===== config.mk =====
export PLATFORM = sky130hd
export DESIGN_NAME = latent_param_head_flat
export DESIGN_NICKNAME = d
export VERILOG_FILES = /design/src/rtl/latent_param_head_if.sv /design/src/rtl/latent_param_head.sv /design/src/flat_wrapper.sv
export SDC_FILE = /design/constraint.sdc
export NUM_CORES = 2
export LEC_CHECK = 0
export ABC_AREA = 1
export CORE_UTILIZATION = 59
export DETAILED_ROUTE_END_ITERATION = 10
export GPL_ROUTABILITY_DRIVEN = 0
export PLACE_DENSITY_LB_ADDON = 0.1
export SETUP_SLACK_MARGIN = 0.5
export SYNTH_ARGS = -nofsm -noshare
export SYNTH_HDL_FRONTEND = slang
export SYNTH_SLANG_ARGS = --single-unit

===== constraint.sdc =====
create_clock -name clk -period 4.6 [get_ports clk]
set_clock_uncertainty 0.2 [all_clocks]
set_input_delay 1.38 -clock clk [delete_from_list [all_inputs] [get_ports clk]]
set_output_delay 1.38 -clock clk [all_outputs]
set_load 0.005 [all_outputs]

===== src/rtl/latent_param_head_if.sv =====
// latent_param_head_if
//   Bundles the streaming input beat, the result handshake and the status
//   outputs of latent_param_head.
//   slave  : the head itself (consumes beats, produces mean/vare)
//   master : the producer of beats / consumer of results
//   Signals:
//     in_valid/in_ready/in_last, in_x/in_wm/in_wv : input beat stream
//     mean/vare/out_valid/out_ready               : result handshake
//     len_err                                     : sticky over-length flag
//     sat_flag (LATENT_SAT_FLAG_EN only)          : result was clipped
interface latent_param_head_if #(
    parameter int DATA_W = 16
);
    logic                     in_valid;
    logic                     in_ready;
    logic                     in_last;
    logic signed [DATA_W-1:0] in_x;
    logic signed [DATA_W-1:0] in_wm;
    logic signed [DATA_W-1:0] in_wv;
    logic signed [DATA_W-1:0] mean;
    logic signed [DATA_W-1:0] vare;
    logic                     out_valid;
    logic                     out_ready;
    logic                     len_err;
`ifdef LATENT_SAT_FLAG_EN
    logic                     sat_flag;

    modport slave (
        input  in_valid, in_last, in_x, in_wm, in_wv, out_ready,
        output in_ready, mean, vare, out_valid, len_err, sat_flag
    );
    modport master (
        output in_valid, in_last, in_x, in_wm, in_wv, out_ready,
        input  in_ready, mean, vare, out_valid, len_err, sat_flag
    );
`else
    modport slave (
        input  in_valid, in_last, in_x, in_wm, in_wv, out_ready,
        output in_ready, mean, vare, out_valid, len_err
    );
    modport master (
        output in_valid, in_last, in_x, in_wm, in_wv, out_ready,
        input  in_ready, mean, vare, out_valid, len_err
    );
`endif
endinterface


===== src/rtl/latent_param_head.sv =====
// latent_param_head
//   Encoder output stage of the VAE latent path. Streams a hidden vector one
//   element per beat, accumulates x*wm and x*wv, adds the biases, saturates
//   both to signed Q8.8 and clamps the variance to be non-negative.
//   Optional feature macro: LATENT_SAT_FLAG_EN adds bus.sat_flag.
//   Ports:
//     clk   : system clock, rising edge
//     reset : asynchronous active-low reset
//     bus   : latent_param_head_if.slave (beat stream, result handshake,
//             len_err, optional sat_flag)
module latent_param_head #(
    parameter int                       DATA_W  = 16,
    parameter int                       FRAC_W  = 8,
    parameter int                       ACC_W   = 40,
    parameter int                       MAX_LEN = 256,
    parameter logic signed [DATA_W-1:0] BIAS_M  = 16'sd0,
    parameter logic signed [DATA_W-1:0] BIAS_V  = 16'sd0
) (
    input logic            clk,
    input logic            reset,
    latent_param_head_if.slave bus
);
    localparam int PROD_W = 2 * DATA_W;
    localparam int CNT_W  = $clog2(MAX_LEN + 1);
    localparam logic signed [ACC_W-1:0] Q_MAX =
        $signed({{(ACC_W-DATA_W+1){1'b0}}, {(DATA_W-1){1'b1}}});
    localparam logic signed [ACC_W-1:0] Q_MIN =
        $signed({{(ACC_W-DATA_W+1){1'b1}}, {(DATA_W-1){1'b0}}});

    typedef enum logic [1:0] {IDLE, ACC, FINAL, HOLD} state_t;

    state_t                   state, state_nx;
    logic                     rdy_en;
    logic                     beat;
    logic                     at_max;
    logic [CNT_W-1:0]         count;
    logic signed [ACC_W-1:0]  acc_m, acc_v;
    logic signed [PROD_W-1:0] prod_m, prod_v;
    logic signed [ACC_W-1:0]  prod_m_x, prod_v_x;
    logic signed [DATA_W-1:0] sat_m, sat_v;
    logic signed [DATA_W-1:0] mean_q, vare_q;
    logic                     out_valid_q;
    logic                     len_err_q;

    // Rescale to Q8.8 (floor shift) and add the bias at accumulator width.
    function automatic logic signed [ACC_W-1:0] scale_q(
        input logic signed [ACC_W-1:0]  acc,
        input logic signed [DATA_W-1:0] bias
    );
        return (acc >>> FRAC_W) + ACC_W'(bias);
    endfunction

    function automatic logic signed [DATA_W-1:0] sat_q(
        input logic signed [ACC_W-1:0]  acc,
        input logic signed [DATA_W-1:0] bias
    );
        logic signed [ACC_W-1:0] r;
        r = scale_q(acc, bias);
        if (r > Q_MAX)      return Q_MAX[DATA_W-1:0];
        else if (r < Q_MIN) return Q_MIN[DATA_W-1:0];
        else                return r[DATA_W-1:0];
    endfunction

`ifdef LATENT_SAT_FLAG_EN
    function automatic logic clip_q(
        input logic signed [ACC_W-1:0]  acc,
        input logic signed [DATA_W-1:0] bias
    );
        logic signed [ACC_W-1:0] r;
        r = scale_q(acc, bias);
        return (r > Q_MAX) || (r < Q_MIN);
    endfunction

    logic sat_flag_q;
    assign bus.sat_flag = sat_flag_q;
`endif

    assign beat     = bus.in_valid & bus.in_ready;
    assign prod_m   = PROD_W'(bus.in_x) * PROD_W'(bus.in_wm);
    assign prod_v   = PROD_W'(bus.in_x) * PROD_W'(bus.in_wv);
    assign prod_m_x = {{(ACC_W-PROD_W){prod_m[PROD_W-1]}}, prod_m};
    assign prod_v_x = {{(ACC_W-PROD_W){prod_v[PROD_W-1]}}, prod_v};
    // count holds the beats already taken, so this beat fills the vector.
    assign at_max   = (count + CNT_W'(1)) == CNT_W'(MAX_LEN);
    assign sat_m    = sat_q(acc_m, BIAS_M);
    assign sat_v    = sat_q(acc_v, BIAS_V);

    assign bus.mean      = mean_q;
    assign bus.vare      = vare_q;
    assign bus.out_valid = out_valid_q;
    assign bus.len_err   = len_err_q;

    // Keeps in_ready low until the first clock after reset release.
    always_ff @(posedge clk or negedge reset) begin
        if (!reset) rdy_en <= 1'b0;
        else        rdy_en <= 1'b1;
    end

    always_ff @(posedge clk or negedge reset) begin
        if (!reset) state <= IDLE;
        else        state <= state_nx;
    end

    always_comb begin
        state_nx = state;
        case (state)
            IDLE, ACC: begin
                if (beat) begin
                    if (bus.in_last || at_max) state_nx = FINAL;
                    else                       state_nx = ACC;
                end
            end
            FINAL:   state_nx = HOLD;
            HOLD:    if (bus.out_ready) state_nx = IDLE;
            default: state_nx = IDLE;
        endcase
    end

    always_comb begin
        bus.in_ready = rdy_en && ((state == IDLE) || (state == ACC));
    end

    always_ff @(posedge clk or negedge reset) begin
        if (!reset) begin
            acc_m       <= '0;
            acc_v       <= '0;
            count       <= '0;
            mean_q      <= '0;
            vare_q      <= '0;
            out_valid_q <= 1'b0;
            len_err_q   <= 1'b0;
`ifdef LATENT_SAT_FLAG_EN
            sat_flag_q  <= 1'b0;
`endif
        end else begin
            case (state)
                // acc and count are zero whenever the FSM sits in IDLE, so
                // the first beat's load and later accumulation share one path.
                IDLE, ACC: begin
                    if (beat) begin
                        acc_m <= acc_m + prod_m_x;
                        acc_v <= acc_v + prod_v_x;
                        count <= count + CNT_W'(1);
                        if (at_max && !bus.in_last) len_err_q <= 1'b1;
                    end
                end
                FINAL: begin
                    mean_q      <= sat_m;
                    vare_q      <= sat_v[DATA_W-1] ? '0 : sat_v;
                    out_valid_q <= 1'b1;
`ifdef LATENT_SAT_FLAG_EN
                    sat_flag_q  <= clip_q(acc_m, BIAS_M) | clip_q(acc_v, BIAS_V)
                                 | sat_v[DATA_W-1];
`endif
                end
                HOLD: begin
                    if (bus.out_ready) begin
                        out_valid_q <= 1'b0;
                        acc_m       <= '0;
                        acc_v       <= '0;
                        count       <= '0;
                    end
                end
                default: ;
            endcase
        end
    end
endmodule


===== src/flat_wrapper.sv =====
// flat-port wrapper written by rule: the top's interface ports become plain ports
module latent_param_head_flat 
#(
    parameter int                       DATA_W  = 16,
    parameter int                       FRAC_W  = 8,
    parameter int                       ACC_W   = 40,
    parameter int                       MAX_LEN = 256,
    parameter logic signed [DATA_W-1:0] BIAS_M  = 16'sd0,
    parameter logic signed [DATA_W-1:0] BIAS_V  = 16'sd0
)
  (clk, reset, bus_in_valid, bus_in_last, bus_in_x, bus_in_wm, bus_in_wv, bus_out_ready, bus_in_ready, bus_mean, bus_vare, bus_out_valid, bus_len_err);
  latent_param_head_if #(.DATA_W(DATA_W)) bus_i ();
  input logic clk;
  input logic reset;
  input wire logic [$bits(bus_i.in_valid)-1:0] bus_in_valid;
  input wire logic [$bits(bus_i.in_last)-1:0] bus_in_last;
  input wire logic [$bits(bus_i.in_x)-1:0] bus_in_x;
  input wire logic [$bits(bus_i.in_wm)-1:0] bus_in_wm;
  input wire logic [$bits(bus_i.in_wv)-1:0] bus_in_wv;
  input wire logic [$bits(bus_i.out_ready)-1:0] bus_out_ready;
  output wire logic [$bits(bus_i.in_ready)-1:0] bus_in_ready;
  output wire logic [$bits(bus_i.mean)-1:0] bus_mean;
  output wire logic [$bits(bus_i.vare)-1:0] bus_vare;
  output wire logic [$bits(bus_i.out_valid)-1:0] bus_out_valid;
  output wire logic [$bits(bus_i.len_err)-1:0] bus_len_err;
  assign bus_i.in_valid = bus_in_valid;
  assign bus_i.in_last = bus_in_last;
  assign bus_i.in_x = bus_in_x;
  assign bus_i.in_wm = bus_in_wm;
  assign bus_i.in_wv = bus_in_wv;
  assign bus_i.out_ready = bus_out_ready;
  assign bus_in_ready = bus_i.in_ready;
  assign bus_mean = bus_i.mean;
  assign bus_vare = bus_i.vare;
  assign bus_out_valid = bus_i.out_valid;
  assign bus_len_err = bus_i.len_err;
  latent_param_head #(.DATA_W(DATA_W), .FRAC_W(FRAC_W), .ACC_W(ACC_W), .MAX_LEN(MAX_LEN), .BIAS_M(BIAS_M), .BIAS_V(BIAS_V)) u_core (.clk(clk), .reset(reset), .bus(bus_i));
endmodule

==> results by stage <==
Status:
- The run finished, with violations left.
- The final reports fail on setup timing.

Clock network:
- The clock tree buffer depth is 2.
- The number of H-tree levels is 4.
- At the later pin of the worst-skew pair, clock insertion delay measures between 0.4 and 0.5 ns.
- After clock tree synthesis, the clock-pin slew on the worst setup and hold paths is 0.06 ns.
- For this design, the sink count on the clock tree is 125.
- The clock tree root driver cell is sky130_fd_sc_hd__clkbuf_16.
- In this run, CTS created clock tree buffers numbering 17.
- The clock tree from TritonCTS is done.

Routing:
- The overall routed net length is about 110 mm.
- The initial detailed-routing violation count is 3,209.
- The first-pass iteration count of the detailed router is 8.
- The total number of vias is 30,560.
- The post-route DRC violation count is 0.
- After detailed routing, the number of vias per cell comes to around 5.5.
- In this run the remaining antenna-violating nets after routing total 0.
- In the final routed layout, each cell accounts on average for 20.26 um.

Hold path:
- The cell depth of the worst hold path is 1.
- The terminating pin of the worst hold path is u_core.bus.len_err.
- The hold path startpoint is u_core.bus.len_err.
- The worst hold path class is flop to flop.

Worst setup path:
- Traced cell by cell, the critical path runs through buf_6, buf_8, buf_6, buf_6, nand2_4, inv_2, fa_1, inv_2, fa_2, fa_1, fa_1, inv_2, fa_1, inv_2, fa_1, inv_2, ha_4, nand2_8, nor2_4, nand2_2, o211ai_1, a21oi_1, o21ai_0, o21ai_1.
- At the worst endpoint, the required time is 4.71 ns.
- The endpoint of the most critical register-to-register path is u_core.acc_m[30].
- The worst reg-to-reg setup slack is -0.34 ns.
- Data on the critical path arrives at its endpoint at 6.71 ns.
- The critical path is of the input pin to flop type.
- The worst path buffer plus inverter count is 9.
- The worst setup path is captured at a flop.
- Counting cells, the worst reg-to-reg path comes to 21.
- Grouping stages by cell kind, the critical path spends the most delay in adder cells.
- In this run the worst path has a maximum fanout of 5.
- On the worst path, the slowest cell contributes a delay of between 0.5 and 0.6 ns.
- The nature of the critical path startpoint is an input pin.
- The library cell contributing the largest single delay on the critical path is sky130_fd_sc_hd__fa_2.
- The worst register-to-register path begins at u_core.acc_m[15].

Yosys:
- The part of the Yosys area used for sequential elements is ~9.7%.
- Yosys printed 0 warnings.
- The synthesized flop and latch total is between 100 and 150.
- The biggest area contributor in the post-synthesis netlist is sky130_fd_sc_hd__fa_1.
- The synthesized area divided by synthesized cell count is around 7.6 sq um.
- The commonest cells after synthesis are sky130_fd_sc_hd__inv_1 (1,287), sky130_fd_sc_hd__nand2_1 (1,171), sky130_fd_sc_hd__fa_1 (660).
- The number of standard cells after synthesis is ~4,200.
- Yosys attributes the largest share of cell area to sky130_fd_sc_hd__fa_1 (41%), sky130_fd_sc_hd__inv_1 (15%), sky130_fd_sc_hd__nand2_1 (14%), sky130_fd_sc_hd__dfrtp_1 (9.7%), sky130_fd_sc_hd__ha_1 (9.0%).
- The fraction of registers with async set or reset after synthesis is 100.0%.
- The most frequent cell after synthesis is sky130_fd_sc_hd__inv_1.
- Synthesis produced a netlist with a net count of 5,180.
- In this run the cell area of the synthesized design comes to approximately 32,000 sq um.
- Among all flip-flop cells after synthesis, the most frequent one is sky130_fd_sc_hd__dfrtp_1.
- The number of different library cells in the post-synthesis netlist is 40.
- The number of enable-type register cells in the synthesized netlist is 0.
- The top cell type by area accounts for 41.08% of the synthesized area.

Final layout:
- The number of nets in the layout is around 5,700.
- The layout has ~3,000 filler cells.
- At the end of the flow the core is filled with cells to slightly above 80%.
- In the final layout, the share of cells above drive strength 1 is around a third.
- The relative area change from synthesis to final layout is 38.29%.
- After routing the design area is between 40,000 and 50,000 sq um.

Die:
- In this run the core area contains 85 standard-cell rows.
- The die covers approximately 55,000 sq um.
- The initial utilization of the core area, before any placement, comes to 59.77%.
- Pin placement for this block handled between 80 and 90 I/O pins.
- The core region is 53,810 sq um.
- From bottom edge to top edge, the die measures ~240 um.
- The floorplan step set the die width to 235.5 um.

GRT:
- The initial antenna violation count is 2.
- Across every metal layer, demand over resource in global routing totals 37.49%.
- The total congestion overflow after global routing is 0.
- The via count of the first global-routing pass is roughly 31,000.
- The global-route wire length before repair is 161.9 mm.
- Entering global routing, the biggest net connects 56 pins.

STA:
- The hold violation total from the final report is 0.
- The final setup slack of the worst path is -2.002 ns.
- For the pin with the worst max-slew slack, the measured transition is between 0.9 and 1 ns.
- Setup repair after global routing could not meet its margin everywhere.
- Measured against its own limit, the worst slew margin works out to a little under two fifths.
- The max-slew violation total from the final report is 0.
- The share of the clock period used by the worst path after layout is 143.5%.
- The maximum clock rate is 0.1515 GHz.
- The setup-violating endpoint count in the final report is 72.
- The clock period minus worst slack is 6.602 ns.

Place:
- The post-place instance area is 38,600 sq um.
- After legalization and detailed placement, the total HPWL measured 74.93 mm.
- Input and output buffers added on the ports amount to 86.

Run:
- The tool flagged a number of max-cap violations equal to 0.
==> layout by cell type, fill, tap and decap left out, types with 20 or more instances in the layout <==
cell,count
sky130_fd_sc_hd__ha_1,144
sky130_fd_sc_hd__nor2_4,78
sky130_fd_sc_hd__inv_1,1092
sky130_fd_sc_hd__a21oi_4,24
sky130_fd_sc_hd__buf_6,125
sky130_fd_sc_hd__a21oi_2,39
sky130_fd_sc_hd__buf_4,387
sky130_fd_sc_hd__clkdlybuf4s50_1,38
sky130_fd_sc_hd__nor2_2,25
sky130_fd_sc_hd__inv_2,189
sky130_fd_sc_hd__nand3_2,31
sky130_fd_sc_hd__o21ai_1,36
sky130_fd_sc_hd__fa_2,65
sky130_fd_sc_hd__nor2_1,115
sky130_fd_sc_hd__buf_12,71
sky130_fd_sc_hd__ha_4,82
sky130_fd_sc_hd__a21oi_1,45
sky130_fd_sc_hd__nand2_1,861
sky130_fd_sc_hd__nand2_4,122
sky130_fd_sc_hd__nand2_2,182
sky130_fd_sc_hd__nand3_1,55
sky130_fd_sc_hd__dfrtp_1,125
sky130_fd_sc_hd__fa_1,595
sky130_fd_sc_hd__nand3b_1,20
==> worst max-delay path by stage <==
stage          slack [ns]  cells after the start          endpoint          from
5_1_grt             -2.06                     27  u_core.acc_v[24]   bus_in_x[5]
2_1_floorplan       -1.95                     24  u_core.acc_m[39]  bus_in_wm[3]
6_report            -2.00                     24  u_core.acc_v[15]   bus_in_x[5]
4_1_cts             -1.77                     21  u_core.acc_v[35]  bus_in_x[15]
3_5_place_dp        -2.73                     24  u_core.acc_m[38]  bus_in_wm[2]
3_3_place_gp        -2.69                     24  u_core.acc_m[38]  bus_in_wm[2]
==> layout make-up <==
type                            count  area (sq um)  area share (%)
Multi-Input combinational cell   2682         28000           62.96
Timing Repair Buffer              684          7023           15.79
Inverter                         1292          4877           10.97
Sequential cell                   125          3128           7.033
Tap cell                          696         870.8           1.958
Clock buffer                       19         432.9          0.9733
Clock inverter                     12         140.1          0.3151
Antenna cell                        1         2.502        0.005626
==> state kept, by name, indices dropped and copies added (netlist names) <==
register	count
u_core.state	2
u_core.acc_m	40
u_core.bus.out_valid	1
u_core.bus.len_err	1
u_core.rdy_en	1
u_core.bus.vare	15
u_core.bus.mean	16
u_core.acc_v	40
u_core.count	9
==> through the flow <==
step / TNS [ns] / hold WS, ns / worst slack (ns) / cells
floorplan: -102.44 / 0.2581 / -1.947 / 4236
global placement: -165.70 / 0.2696 / -2.689 / 5263
detailed placement: -168.81 / 0.2630 / -2.730 / 5263
CTS: -109.13 / 0.2867 / -1.773 / 5436
global route: -124.38 / 0.2996 / -2.064 / 5510
finish: -115.66 / 0.2874 / -2.002 / 5511
==> layer usage <==
layer | GRT usage (%) | share of wire (%) | vias up
met4 | 11.73 | 5.0 | 2
met1 | 54.11 | 38 | 14990
met2 | 56.93 | 45 | 1851
met3 | 7.833 | 12 | 530
met5 | 0 | 0.0090 | -
li1 | - | - | 13190
==> worst register-to-register path, stage by stage (launching register included) <==
cell,delay [ns]
sky130_fd_sc_hd__dfrtp_1,0.35
sky130_fd_sc_hd__inv_1,0.10
sky130_fd_sc_hd__fa_1,0.52
sky130_fd_sc_hd__inv_1,0.06
sky130_fd_sc_hd__fa_1,0.53
sky130_fd_sc_hd__fa_1,0.45
sky130_fd_sc_hd__fa_1,0.58
sky130_fd_sc_hd__inv_2,0.04
sky130_fd_sc_hd__fa_1,0.53
sky130_fd_sc_hd__inv_2,0.07
sky130_fd_sc_hd__ha_4,0.28
sky130_fd_sc_hd__nand2_2,0.09
sky130_fd_sc_hd__nand2_4,0.06
sky130_fd_sc_hd__nand2_1,0.10
sky130_fd_sc_hd__nand2_2,0.11
sky130_fd_sc_hd__a21oi_4,0.24
sky130_fd_sc_hd__nor2_1,0.08
sky130_fd_sc_hd__nor2_1,0.17
sky130_fd_sc_hd__nand2_1,0.08
sky130_fd_sc_hd__nand2_1,0.08
sky130_fd_sc_hd__nand3_2,0.08
sky130_fd_sc_hd__nand2_2,0.08
==> cell families after synthesis <==
kind of cell | count (synthesis) | synth area share [%]
fa+ha+maj | 891 | 50.07
xor+xnor | 5 | 0.1361
simple gates | 1564 | 19.35
mux | 1 | 0.03112
flops | 125 | 9.725
compound gates | 219 | 3.840
buf+inv | 1429 | 16.83
other cells | 2 | 0.02335
==> timing repair <==
action | in CTS | in global routing
gates cloned | 15 | 0
hold buffers | 0 | 0
setup endpoints to repair | 74 | 74
setup buffers | 127 | 74
pin swaps | 311 | 382
gates resized for setup | 560 | 589
endpoints found under the hold margin | 0 | 0
Power is not shown: default switching activity piles up to over one toggle a cycle in this logic, so the estimate is an artifact.
